==> src/rtl/mem_copy_pkg.sv <==
`default_nettype none
// ============================================================================
// mem_copy_pkg : shared widths and FSM state encoding for mem_block_copier
// Rev 1.0
// ============================================================================
package mem_copy_pkg;

  localparam int ADDR_W = 8;
  localparam int DATA_W = 16;
  localparam int LEN_W  = ADDR_W + 1;

  typedef enum logic [1:0] {
    IDLE  = 2'd0,
    READ  = 2'd1,
    WRITE = 2'd2,
    FIN   = 2'd3
  } state_t;

endpackage
`default_nettype wire

==> src/rtl/mem_copy_csum.sv <==
`default_nettype none
// ============================================================================
// mem_copy_csum : clear/accumulate register summing words read during a copy
// Rev 1.0
// ============================================================================
module mem_copy_csum #(
  parameter int DATA_W = 16
) (
  input  logic              clk,
  input  logic              rst_n,
  input  logic              i_clr,
  input  logic              i_acc,
  input  logic [DATA_W-1:0] i_data,
  output logic [DATA_W-1:0] o_csum
);

  logic [DATA_W-1:0] csum_q;
  logic [DATA_W-1:0] csum_d;

  // Modulo-2^DATA_W sum; the carry out is intentionally dropped.
  always_comb begin
    csum_d = csum_q;
    if (i_clr) begin
      csum_d = '0;
    end else if (i_acc) begin
      csum_d = csum_q + i_data;
    end
  end

  always_ff @(posedge clk or negedge rst_n) begin
    if (!rst_n) begin
      csum_q <= '0;
    end else begin
      csum_q <= csum_d;
    end
  end

  assign o_csum = csum_q;

endmodule
`default_nettype wire

==> src/rtl/mem_block_copier.sv <==
`default_nettype none
// ============================================================================
// mem_block_copier : read/write alternating block copy engine for a 256x16 RAM
// Optional checksum accumulator enabled by MEM_BLOCK_COPIER_CSUM_EN.  Rev 1.0
// ============================================================================
module mem_block_copier #(
  parameter int ADDR_W = mem_copy_pkg::ADDR_W,
  parameter int DATA_W = mem_copy_pkg::DATA_W
) (
  input  logic              CLK,
  input  logic              RST_N,
  input  logic              START,
  input  logic [ADDR_W-1:0] SRC,
  input  logic [ADDR_W-1:0] DST,
  input  logic [ADDR_W:0]   LEN,
  input  logic [DATA_W-1:0] RD,
  output logic [ADDR_W-1:0] ADDR,
  output logic              En,
  output logic [DATA_W-1:0] WD,
  output logic              BUSY,
  output logic              DONE,
  output logic [DATA_W-1:0] CSUM
);

  import mem_copy_pkg::*;

  localparam int CNT_W = ADDR_W + 1;

  state_t            state_q, state_d;
  logic [ADDR_W-1:0] src_q,   src_d;
  logic [ADDR_W-1:0] dst_q,   dst_d;
  logic [CNT_W-1:0]  rem_q,   rem_d;
  logic [DATA_W-1:0] data_q,  data_d;
  logic              start_ok;

  assign start_ok = (state_q == IDLE) && START;

  always_comb begin
    state_d = state_q;
    src_d   = src_q;
    dst_d   = dst_q;
    rem_d   = rem_q;
    data_d  = data_q;
    case (state_q)
      IDLE: begin
        if (start_ok) begin
          src_d   = SRC;
          dst_d   = DST;
          rem_d   = LEN;
          state_d = (LEN == '0) ? FIN : READ;
        end
      end
      READ: begin
        data_d  = RD;
        state_d = WRITE;
      end
      WRITE: begin
        // Pointers wrap naturally at the address width.
        src_d   = src_q + ADDR_W'(1);
        dst_d   = dst_q + ADDR_W'(1);
        rem_d   = rem_q - CNT_W'(1);
        state_d = (rem_q == CNT_W'(1)) ? FIN : READ;
      end
      FIN: begin
        state_d = IDLE;
      end
      default: begin
        state_d = IDLE;
      end
    endcase
  end

  always_ff @(posedge CLK or negedge RST_N) begin
    if (!RST_N) begin
      state_q <= IDLE;
      src_q   <= '0;
      dst_q   <= '0;
      rem_q   <= '0;
      data_q  <= '0;
    end else begin
      state_q <= state_d;
      src_q   <= src_d;
      dst_q   <= dst_d;
      rem_q   <= rem_d;
      data_q  <= data_d;
    end
  end

  // Memory port decoded from registered state only: no START-to-En path.
  always_comb begin
    ADDR = '0;
    En   = 1'b0;
    WD   = '0;
    BUSY = (state_q != IDLE);
    DONE = (state_q == FIN);
    case (state_q)
      READ: begin
        ADDR = src_q;
      end
      WRITE: begin
        ADDR = dst_q;
        En   = 1'b1;
        WD   = data_q;
      end
      default: begin
        ADDR = '0;
      end
    endcase
  end

`ifdef MEM_BLOCK_COPIER_CSUM_EN
  mem_copy_csum #(
    .DATA_W (DATA_W)
  ) u_csum (
    .clk    (CLK),
    .rst_n  (RST_N),
    .i_clr  (start_ok),
    .i_acc  (state_q == READ),
    .i_data (RD),
    .o_csum (CSUM)
  );
`else
  assign CSUM = '0;
`endif

endmodule
`default_nettype wire
==> config.mk <==
export PLATFORM = sky130hd
export DESIGN_NAME = mem_block_copier
export DESIGN_NICKNAME = d
export VERILOG_FILES = /design/src/rtl/mem_copy_pkg.sv /design/src/rtl/mem_copy_csum.sv /design/src/rtl/mem_block_copier.sv
export SDC_FILE = /design/constraint.sdc
export NUM_CORES = 1
export LEC_CHECK = 0
export BUFFER_PORTS_ARGS = -buffer_cell sky130_fd_sc_hd__clkbuf_2
export CORE_UTILIZATION = 57
export CTS_BUF_LIST = sky130_fd_sc_hd__clkbuf_2 sky130_fd_sc_hd__clkbuf_4 sky130_fd_sc_hd__clkbuf_8
export CTS_CLUSTER_DIAMETER = 30
export DETAILED_ROUTE_END_ITERATION = 8
export PLACE_DENSITY_LB_ADDON = 0.05
export SLEW_MARGIN = 20
export SYNTH_ARGS = -nofsm -noshare
export SYNTH_HDL_FRONTEND = slang
export SYNTH_HIERARCHICAL = 1
export SYNTH_SLANG_ARGS = --single-unit
==> constraint.sdc <==
create_clock -name CLK -period 3.69 [get_ports CLK]
set_clock_uncertainty 0.1 [all_clocks]
set_input_delay 0.5535 -clock CLK [delete_from_list [all_inputs] [get_ports CLK]]
set_output_delay 0.5535 -clock CLK [all_outputs]
set_load 0.01 [all_outputs]
## Yosys cells after proc, flatten, opt, wreduce, memory -nomap -nowiden

Index checks and enable logic that the tools add are counted.

| storage, ports and cells | value |
|---|---|
| word-level logic and storage cells | 32 |
| output and inout bits | 43 |
| bits of input ports | 44 |
| register bits | 43 |

| operators by class | value |
|---|---|
| add/subtract/negate cells | 3 |
| eq/ne operators | 5 |
| mux-type cells | 13 |
| reduce and logical (&&, ||, !) cells | 6 |

Operators with widths:

| kind | number |
|---|---|
| case mux 8 bit (2 select lines) | 3 |
| case mux 9 bit (2 select lines) | 1 |
| adder 8 x 1 -> 8 bit, second input constant | 2 |
| 2-to-1 mux 16 bit | 1 |
| 2-to-1 mux 8 bit | 2 |
| equality test 9 x 1 -> 1 bit, second input constant | 1 |
| zero test 9 bit | 1 |
| 2-to-1 mux 9 bit | 1 |
| subtractor 9 x 1 -> 9 bit, second input constant | 1 |
| case mux 2 bit (4 select lines) | 1 |
| 2-to-1 mux 2 bit | 3 |
| equality test 2 bit, second input constant | 2 |
| nonzero test 2 bit | 2 |
| equality test 2 x 1 -> 1 bit, second input constant | 1 |
| zero test 2 bit | 1 |
| != test 2 bit, second input constant | 1 |
| AND reduction 2 bit | 1 |
| logical AND 1 bit | 1 |
| 2-to-1 mux 1 bit | 1 |

## Logic depth before layout (Yosys ltp)

Gate-level depths: netlist (run 1).

| logic depth | value |
|---|---|
| depth in word-level cells | 4 |
| depth in mapped cells | 7 |
| gate-level depth less buffers | 6 |

## Worst setup path after synthesis (run 1)

OpenSTA, ideal clock, no wires.

| timing path | value |
|---|---|
| path type | register to output |
| start point | reg state_q[0] |
| end point | out ADDR[0] |
| setup slack | 1.380 ns |
| required time | 3.036 ns |
| buffers on the path | 2 |
| stages on the path, launching flop included | 7 |
| arrival time | 1.657 ns |
| cell sequence | dfrtp_1 inv_1 ha_1 buf_2 buf_1 nand2_1 a21boi_0 |

| on the way | value |
|---|---|
| longest elaborated chain between the ends | 2 |
| elaborated cells on any way between the ends | 3 |
| classes of those cells | eq/ne: 2; mux: 1 |

Ends and longest elaborated chain:

| element | line | RTL |
|---|---|---|
| start, declared | mem_block_copier.sv:29 | `state_t state_q, state_d;` |
| start signal, assigned | mem_block_copier.sv:81 | `state_q <= state_d;` |
| equality test 2 bit / equality test 2 x 1 -> 1 bit (equally long branches) | mem_block_copier.sv:96 | `case (state_q)` |
| case mux 8 bit (2 select lines) * | mem_block_copier.sv:96 |  |
| end, declared | mem_block_copier.sv:17 | `output logic [ADDR_W-1:0] ADDR,` |

Every way passes the cells marked *; elsewhere a longest branch is shown, timed or not.

## Final worst setup path (run 1)

| timing path | value |
|---|---|
| start point | reg state_q[0] |
| end point | out WD[1] |

| on the way | value |
|---|---|
| longest elaborated chain between the ends | 2 |

Ends and longest elaborated chain:

| element | line | RTL |
|---|---|---|
| equality test 2 bit | mem_block_copier.sv:96 |  |
| 2-to-1 mux 16 bit | mem_block_copier.sv:96 |  |
| end, declared | mem_block_copier.sv:19 | `output logic [DATA_W-1:0] WD,` |

No other way between the ends.

==> flow_metrics.tcl, run 1 <==
set metrics [dict create \
    status "finished clean" \
    drtIter0Drc 196 \
    wire_per_inst_um 13.7 \
    hold_path_class "primary input to async pin" \
    r2r-start "state_q[0]" \
    gp_congestion 0.848 \
    final_cells 449 \
    tns_ps 0 \
    ir_worst_vdd_uv 411 \
    crit_path_end_kind "output pin" \
    vias 2486 \
    remaining_drc_errors 0 \
    crit_required_ps 3040 \
    drt_first_pass_iters 5 \
    fin_util_pct 67.8 \
    grt_max_degree 44 \
    diodes 0 \
    placed_cell_area_mm2 0.00313 \
    final-hold-violation-count 0 \
    critical_path_peak_fanout 40 \
    max_slew.worst_pin.slew_ps 961 \
    critPathKind "flop to output pin" \
    yosys.area_share.adder_pct 3.54 \
    tritoncts "built" \
    die_area_mm2 0.00524 \
    ant_nets 0 \
    core_area_mm2 0.00475 \
    hpwl_um 4330 \
    synth_mux_area_share_pct 9.26 \
    grtUsageMet3_pct 4.44 \
    cts_made_buffers 5 \
    busiest_layer "met2" \
    io_buffers 70 \
    synth_compound_area_share_pct 19.6 \
    cts_resized 0 \
    rsz0062_at_grt "no" \
    synth_top_family_by_area "compound AO/OA/AOI/OAI gates" \
    routed_via_density 5.54 \
    slew_headroom_pct 35.9 \
    yosys_warnings 6 \
    max_freq_ghz 0.370 \
    area_growth_pct 14.2 \
    leakagePower_nw 1.54 \
    clk_root_buffer_cell "clkbuf_8" \
    path_cells "inv_1, ha_2, buf_4, and2_1, clkbuf_2" \
    synthArstFlopShare_pct 100 \
    start_kind "flop" \
    htreeDepth 2 \
    initial_core_util_pct 59.4 \
    crit_slowest_cell "ha_2" \
    clock_sinks 43 \
    r2r_setup_slack_ps 1120 \
    clk_path_buf_depth 2 \
    post-route-min-period_ps 2700 \
    drv_cap 0 \
    die_y_um 72.4 \
    antenna_found_initial 0 \
    avgSynthCellArea_um2 8.72 \
    holdBufCountCts 0 \
    routed_wl_um 6150 \
    core.rowCount 25 \
    max_stage_delay_ps 630 \
    io_pins 87 \
    synth-main-ff-cell "dfrtp_1" \
    synth_top_area_cell "dfrtp_1" \
    use_met1_pct 34.1 \
    synthesis.instances 324 \
    reg2reg_depth 6 \
    grt_util_met2_pct 40.8 \
    chipWidth_um 72.4 \
    drive_above_1_share_pct 27.0 \
    ys_seq_area_share_pct 38.1 \
    yosys.area_share.simple_pct 18.4 \
    arrival_ps 2050 \
    syn-cell-area_mm2 0.00282 \
    grt_pass1_wl_um 10200 \
    setup_viol 0 \
    synth_enable_flop_cells 0 \
    synth_cell_types 40 \
    worstSkewPairLatency_ps 290 \
    grt_pass1_vias 2123 \
    rr_endpoint "src_q[5]" \
    synth_area_leaders "dfrtp_1 (38%), mux2_2 (6.8%), buf_4 (4.3%), and2_1 (3.8%), a21oi_1 (3.5%)" \
    place_inst 441 \
    fin_area_mm2 0.00323 \
    powerDensity_mw_per_mm2 818 \
    post_cts.repair.setup_buffers 0 \
    synth_xor_area_share_pct 0 \
    clkTransAtPathRegs_ps 90 \
    mostFrequentLayoutCell "clkbuf_2" \
    nets 433 \
    overflow 0 \
    ys_ff_latch 43 \
    fin_crit_sh_pct 73.2 \
    gr-usage-all-layers_pct 25.0 \
    layout_common_cells "clkbuf_2 (69), dfrtp_1 (43), inv_1 (24)" \
    nFillCells 413 \
    slew_violations 0 \
    synth_top_area_share_pct 38.1 \
]
-- where the power goes --
group | internal [mW] | switching, mW | leakage (nW)
sequential | 0.706 | 0.268 | 0.489
combinational | 0.625 | 0.720 | 1.01
clock | 0.153 | 0.168 | 0.0474
total | 1.48 | 1.16 | 1.54
-- registers in the layout (all words and copies together) (netlist names) --
register / count
state_q: 2
src_q: 8
data_q: 16
dst_q: 8
rem_q: 9
-- cells in the mapped netlist, types with 2 or more instances --
| cell type | number |
|---|---|
| nand3_1 | 10 |
| nor2_1 | 23 |
| nand4_1 | 7 |
| buf_4 | 16 |
| buf_1 | 3 |
| a21o_1 | 3 |
| a31oi_1 | 16 |
| nand2b_1 | 2 |
| inv_1 | 24 |
| nand2_1 | 12 |
| a21oi_1 | 20 |
| nor4_1 | 3 |
| a22o_1 | 3 |
| nor2b_1 | 9 |
| nor3_1 | 2 |
| o22ai_1 | 15 |
| and3_1 | 7 |
| o32ai_1 | 2 |
| clkbuf_1 | 14 |
| o21ai_0 | 15 |
| a21boi_0 | 2 |
| mux2_2 | 17 |
| a22oi_1 | 7 |
| buf_2 | 5 |
| mux2i_1 | 7 |
| and2_1 | 17 |
| ha_1 | 8 |
| dfrtp_1 | 43 |
-- per-stage QoR --
stage | hold slack, ps | setup slack, ps | total power [mW]
2_1_floorplan | 158 | 1380 | 1.97
3_3_place_gp | 381 | 1280 | 2.28
3_5_place_dp | 388 | 1160 | 2.32
4_1_cts | 375 | 977 | 2.65
5_1_grt | 367 | 818 | 2.87
6_report | 304 | 989 | 2.64
-- cell families after synthesis --
kind of cell / after synthesis
buf+inv: 63
flops: 43
simple gates: 96
mux: 24
compound gates: 89
other cells: 1
fa+ha+maj: 8
-- worst max-delay path, delay by kind of cell, from the launching register on --
family,cells,cell delay (ps)
flops,1,420
buf+inv,3,550
simple gates,1,160
fa+ha+maj,1,630
-- how the worst max path moves through the flow --
| stage | from | endpoint | slack (ps) | depth (start not counted) |
|---|---|---|---|---|
| after floorplan | state_q[0] | ADDR[0] | 1380 | 6 |
| after global placement | state_q[0] | src_q[5] | 1280 | 6 |
| final | state_q[0] | WD[1] | 990 | 5 |
| after CTS | state_q[0] | WD[1] | 980 | 5 |
| after global routing | state_q[0] | WD[1] | 820 | 5 |
| after detailed placement | state_q[0] | src_q[5] | 1160 | 6 |
-- layer usage --
layer  vias up  share of wire, %  routed length (um)
met5         -                 0                   0
met4         0              0.47                  29
met3         4               5.2                 317
met2        95                49                3000
met1      1159                46                2800
li1       1228                 -                   -
-- area by class of cell --
class	instances	area, um2	area share, %
inverters	24	90.1	2.79
flip-flops and latches	43	1080	33.4
clock inverters	2	16.3	0.504
multi-input cells	233	1500	46.4
repair buffers	74	380	11.8
clock buffers	6	82.6	2.56
well taps	67	83.8	2.60
(Power assumes the default switching activity.)
==> inputs of run 2 (changes only) <==
Settings changed: CORE_UTILIZATION 57 to 48.
Clock period 3.69 ns to 2.4 ns, I/O delays scaled along.
==> flow_metrics.tcl, run 2 (synthesized netlist as in run 1, its figures left out) <==
set metrics [dict create \
    reg_top3 "data_q x16, rem_q x9" \
    clk_root_buffer_cell "clkbuf_8" \
    drive_above_1_share_pct 28.1 \
    vias 2513 \
    post-route-min-period_ps 2250 \
    grt_pass1_vias 2273 \
    worstSkewPairLatency_ps 310 \
    hold_path_class "primary input to async pin" \
    status "finished clean" \
    wl_met2_um 3110 \
    fin_crit_sh_pct 93.7 \
    power_mw 4.22 \
    htreeDepth 2 \
    io_pins 87 \
    max_slew.worst_pin.slew_ps 562 \
    ant_nets 0 \
    drtIter0Drc 150 \
    die_y_um 78.7 \
    top_layer_used "met4" \
    start_kind "flop" \
    chipWidth_um 78.7 \
    multiInputGateArea_mm2 0.00151 \
    crit_slowest_cell "dfrtp_1" \
    grt_pass1_wl_um 10800 \
    path_cells "inv_1, ha_4, buf_6, buf_4, and2_1, clkbuf_2" \
    area_growth_pct 17.1 \
    drt_first_pass_iters 4 \
    critPathKind "flop to output pin" \
    ir_worst_vdd_uv 621 \
    routed_wl_um 6380 \
    cts_made_buffers 5 \
    powerDensity_mw_per_mm2 1280 \
    clock_sinks 43 \
    layout_common_cells "clkbuf_2 (70), dfrtp_1 (43), inv_1 (24)" \
    max_stage_delay_ps 430 \
    gr-usage-all-layers_pct 22.2 \
    rsz0062_at_grt "no" \
    slew_headroom_pct 62.6 \
    clkTransAtPathRegs_ps 90 \
    slew_violations 0 \
    tritoncts "built" \
    fin_util_pct 59.3 \
    wire_per_inst_um 13.9 \
    place_inst 452 \
    core_area_mm2 0.00557 \
    nets 439 \
    arrival_ps 1790 \
    crit_path_end_kind "output pin" \
    crit_required_ps 1940 \
    die_area_mm2 0.00619 \
    pre_cts_slack_ps 360 \
    max_freq_ghz 0.445 \
    setup_viol 0 \
    antenna_found_initial 0 \
    mostFrequentLayoutCell "clkbuf_2" \
    clk_path_buf_depth 2 \
    final_cells 460 \
    tns_ps 0 \
    fin_ws_ps 151 \
    core.rowCount 27 \
    leakagePower_nw 1.58 \
    wl_met3_um 304 \
    nFillCells 530 \
    regArea_mm2 0.00108 \
    initial_core_util_pct 50.7 \
    diodes 0 \
    gp_congestion 0.737 \
    fin_area_mm2 0.00331 \
    final-hold-violation-count 0 \
    fin_hold_ws_ps 28.1 \
    grt_max_degree 44 \
    placed_cell_area_mm2 0.00318 \
    largest_register_ffs 16 \
    routed_via_density 5.46 \
    critical_path_peak_fanout 17 \
    wl_met1_um 2910 \
    drv_cap 0 \
    hpwl_um 4460 \
    io_buffers 70 \
    remaining_drc_errors 0 \
    regMostFlops "data_q" \
    overflow 0 \
]
## run 2: worst max-delay path, delay by kind of cell (launching register included)
kind                     cells  cell delay, ps
adder cells (fa/ha/maj)      1             250
buffers and inverters        4             640
flip-flops                   1             430
AND/OR/NAND/NOR              1             150
## run 2: where the power goes
| group | switching [mW] | total (mW) | leakage, nW | internal (mW) |
|---|---|---|---|---|
| clock network | 0.278 | 0.592 | 0.0548 | 0.314 |
| registers | 0.413 | 1.50 | 0.489 | 1.08 |
| logic | 1.12 | 2.13 | 1.04 | 1.01 |
| total | 1.81 | 4.22 | 1.58 | 2.41 |
## run 2: path summary, 6_finish.rpt
kind                            start         end  slack, ps  cells past startpoint
setup / recovery           state_q[0]       WD[6]        150                      6
hold / removal                  RST_N   data_q[8]         30                      2
setup reg to reg           state_q[0]    src_q[6]        410                      8
hold reg to reg            data_q[14]  data_q[14]        410                      1
max in group asynchronous       RST_N    src_q[0]       1790                      2
min in group CLK                RD[0]   data_q[0]        170                      2
## run 2: routing by layer
metal  up-vias  GRT usage, %
met2        71          35.8
met5         -             0
met1      1199          30.4
met4         0          7.41
met3         5          3.68
li1       1238             -
## run 2: layout make-up
cell class,instances,area share [%]
clock buffers,5,2.08
clock inverters,3,1.40
inverters,24,2.72
multi-input cells,233,45.6
flip-flops and latches,43,32.5
well taps,72,2.72
repair buffers,80,13.0
## run 2: timing repair
action,4_1_cts,5_1_grt
gates resized for setup,0,2
setup endpoints to repair,0,4
hold endpoints to repair,0,0
hold buffers,0,0
setup buffers,0,0
==> inputs of run 3 (changes only) <==
Settings changed: CTS_CLUSTER_DIAMETER 30 to unset, PLACE_DENSITY set to 0.79, PLACE_DENSITY_LB_ADDON 0.05 to unset, SYNTH_HIERARCHICAL 1 to unset.
==> flow_metrics.tcl, run 3 <==
set metrics [dict create \
    wire_per_inst_um 14.2 \
    crit_required_ps 1940 \
    fin_crit_sh_pct 93.4 \
    mostFrequentLayoutCell "clkbuf_2" \
    vias 2536 \
    synth_top_area_cell "dfrtp_1" \
    hold_path_class "primary input to async pin" \
    drv_cap 0 \
    diodes 0 \
    post-route-min-period_ps 2240 \
    fin_util_pct 58.7 \
    crit_path_end_kind "output pin" \
    hpwl_um 4650 \
    avgSynthCellArea_um2 8.72 \
    rr_endpoint "dst_q[0]" \
    max_slew.worst_pin.slew_ps 605 \
    synthesis.instances 324 \
    critical_path_buf_inv_count 2 \
    critPathKind "flop to output pin" \
    status "finished clean" \
    post_cts.repair.setup_buffers 0 \
    p_sw_mw 1.80 \
    leakagePower_nw 1.56 \
    tns_ps 0 \
    overflow 0 \
    gp_congestion 0.845 \
    synth_top_area_share_pct 38.1 \
    switching_share_pct 43.3 \
    path_cells "inv_1, ha_1, nand2_1, a21boi_0, clkbuf_2" \
    powerDensity_mw_per_mm2 1270 \
    cts_resized 0 \
    slew_headroom_pct 59.3 \
    final-hold-violation-count 0 \
    synth_enable_flop_cells 0 \
    core.rowCount 27 \
    placed_cell_area_mm2 0.00316 \
    syn-cell-area_mm2 0.00282 \
    largest_register_ffs 16 \
    antenna_found_initial 0 \
    final_cells 456 \
    synth.most_common_cell "dfrtp_1" \
    tritoncts "built" \
    synth-main-ff-cell "dfrtp_1" \
    cts_made_buffers 5 \
    core_area_mm2 0.00557 \
    arrival_ps 1780 \
    ys_ff_latch 43 \
    layout_common_cells "clkbuf_2 (70), dfrtp_1 (43), inv_1 (24)" \
    max_freq_ghz 0.446 \
    remaining_drc_errors 0 \
    fin_area_mm2 0.00327 \
    pwr-share-clk_pct 12.7 \
    drt_first_pass_iters 4 \
    synth_cell_types 40 \
    die_area_mm2 0.00619 \
    pre_cts_slack_ps 311 \
    ys_seq_area_share_pct 38.1 \
    htreeDepth 2 \
    drtIter0Drc 167 \
    r2r_setup_slack_ps 340 \
    routed_via_density 5.56 \
    setup.worst_path.end "ADDR[0]" \
    fin_ws_ps 157 \
    slew_violations 0 \
    max_stage_delay_ps 490 \
    grt_max_degree 44 \
    io_buffers 70 \
    seqPwrFrac_pct 36.2 \
    ir_worst_vdd_uv 567 \
    chipWidth_um 78.7 \
    crit_family "adder cells" \
    start_kind "flop" \
    routed_wl_um 6490 \
    synthArstFlopShare_pct 100 \
    worstSkewPairLatency_ps 300 \
    nets 435 \
    regMostFlops "data_q" \
    drive_above_1_share_pct 27.3 \
    clkTransAtPathRegs_ps 80 \
    crit_slowest_cell "ha_1" \
    synthTopCellsByCount "dfrtp_1 (43), inv_1 (24), nor2_1 (23), a21oi_1 (20)" \
    comb_power_share_pct 51.1 \
    clock_sinks 43 \
    critical_path_peak_fanout 13 \
    clk_root_buffer_cell "clkbuf_8" \
    gr-usage-all-layers_pct 21.7 \
    clk_path_buf_depth 2 \
    cp_num_cells 5 \
    grt_pass1_wl_um 10600 \
    rsz0062_at_grt "no" \
    synth_area_leaders "dfrtp_1 (38%), mux2_2 (6.8%), buf_4 (4.3%), and2_1 (3.8%), a21oi_1 (3.5%)" \
    power_mw 4.15 \
    intPower_mw 2.35 \
    reg2reg_depth 5 \
    place_inst 448 \
    initial_core_util_pct 50.7 \
    ant_nets 0 \
    setup_viol 0 \
    holdBufCountCts 0 \
    fin_hold_ws_ps 19.6 \
    setup.worst_path.start "state_q[1]" \
    reg_top3 "data_q x16, rem_q x9" \
    grt_pass1_vias 2382 \
    area_growth_pct 16.0 \
    io_pins 87 \
    yosys_warnings 0 \
    r2r-start "state_q[0]" \
    die_y_um 78.7 \
]
run 3: area by class of cell:
type	count	area, um2
timing repair buffer	76	408
fill	515	2300
multi-input combinational	233	1510
inverter	24	90.1
sequential	43	1080
tap	72	90.1
clock buffer	8	104
run 3: metal layers:
metal / wire length [um] / global-route usage, % / vias to the layer above
li1: - / - / 1231
met1: 2800 / 26.8 / 1204
met2: 3260 / 38.2 / 85
met5: 0 / 0 / -
met4: 135 / 8.33 / 0
met3: 298 / 3.22 / 16
run 3: worst min-delay path by stage:
stage,from,end,slack [ps],cells past startpoint
2_1_floorplan,RST_N,data_q[0],-40,0
3_3_place_gp,RST_N,data_q[5],370,2
3_5_place_dp,RST_N,data_q[5],370,2
4_1_cts,RST_N,data_q[5],40,2
5_1_grt,RST_N,data_q[2],90,2
6_report,RST_N,data_q[2],20,2
run 3: cells by family after synthesis:
family          after synthesis  synth area share [%]
simple gates                 96                  18.4
compound gates               89                  19.6
buf+inv                      63                  11.0
flops                        43                  38.1
mux                          24                  9.26
fa+ha+maj                     8                  3.54
other cells                   1                 0.133
run 3: power by group through the flow:
| stage | sequential [mW] | clock (mW) | combinational [mW] |
|---|---|---|---|
| CTS | 1.49 | 0.536 | 2.12 |
| global placement | 1.48 | 0 | 2.03 |
| global route | 1.56 | 0.563 | 2.37 |
| floorplan | 1.35 | 0 | 1.68 |
| finish | 1.50 | 0.525 | 2.12 |
| detailed placement | 1.50 | 0 | 2.11 |
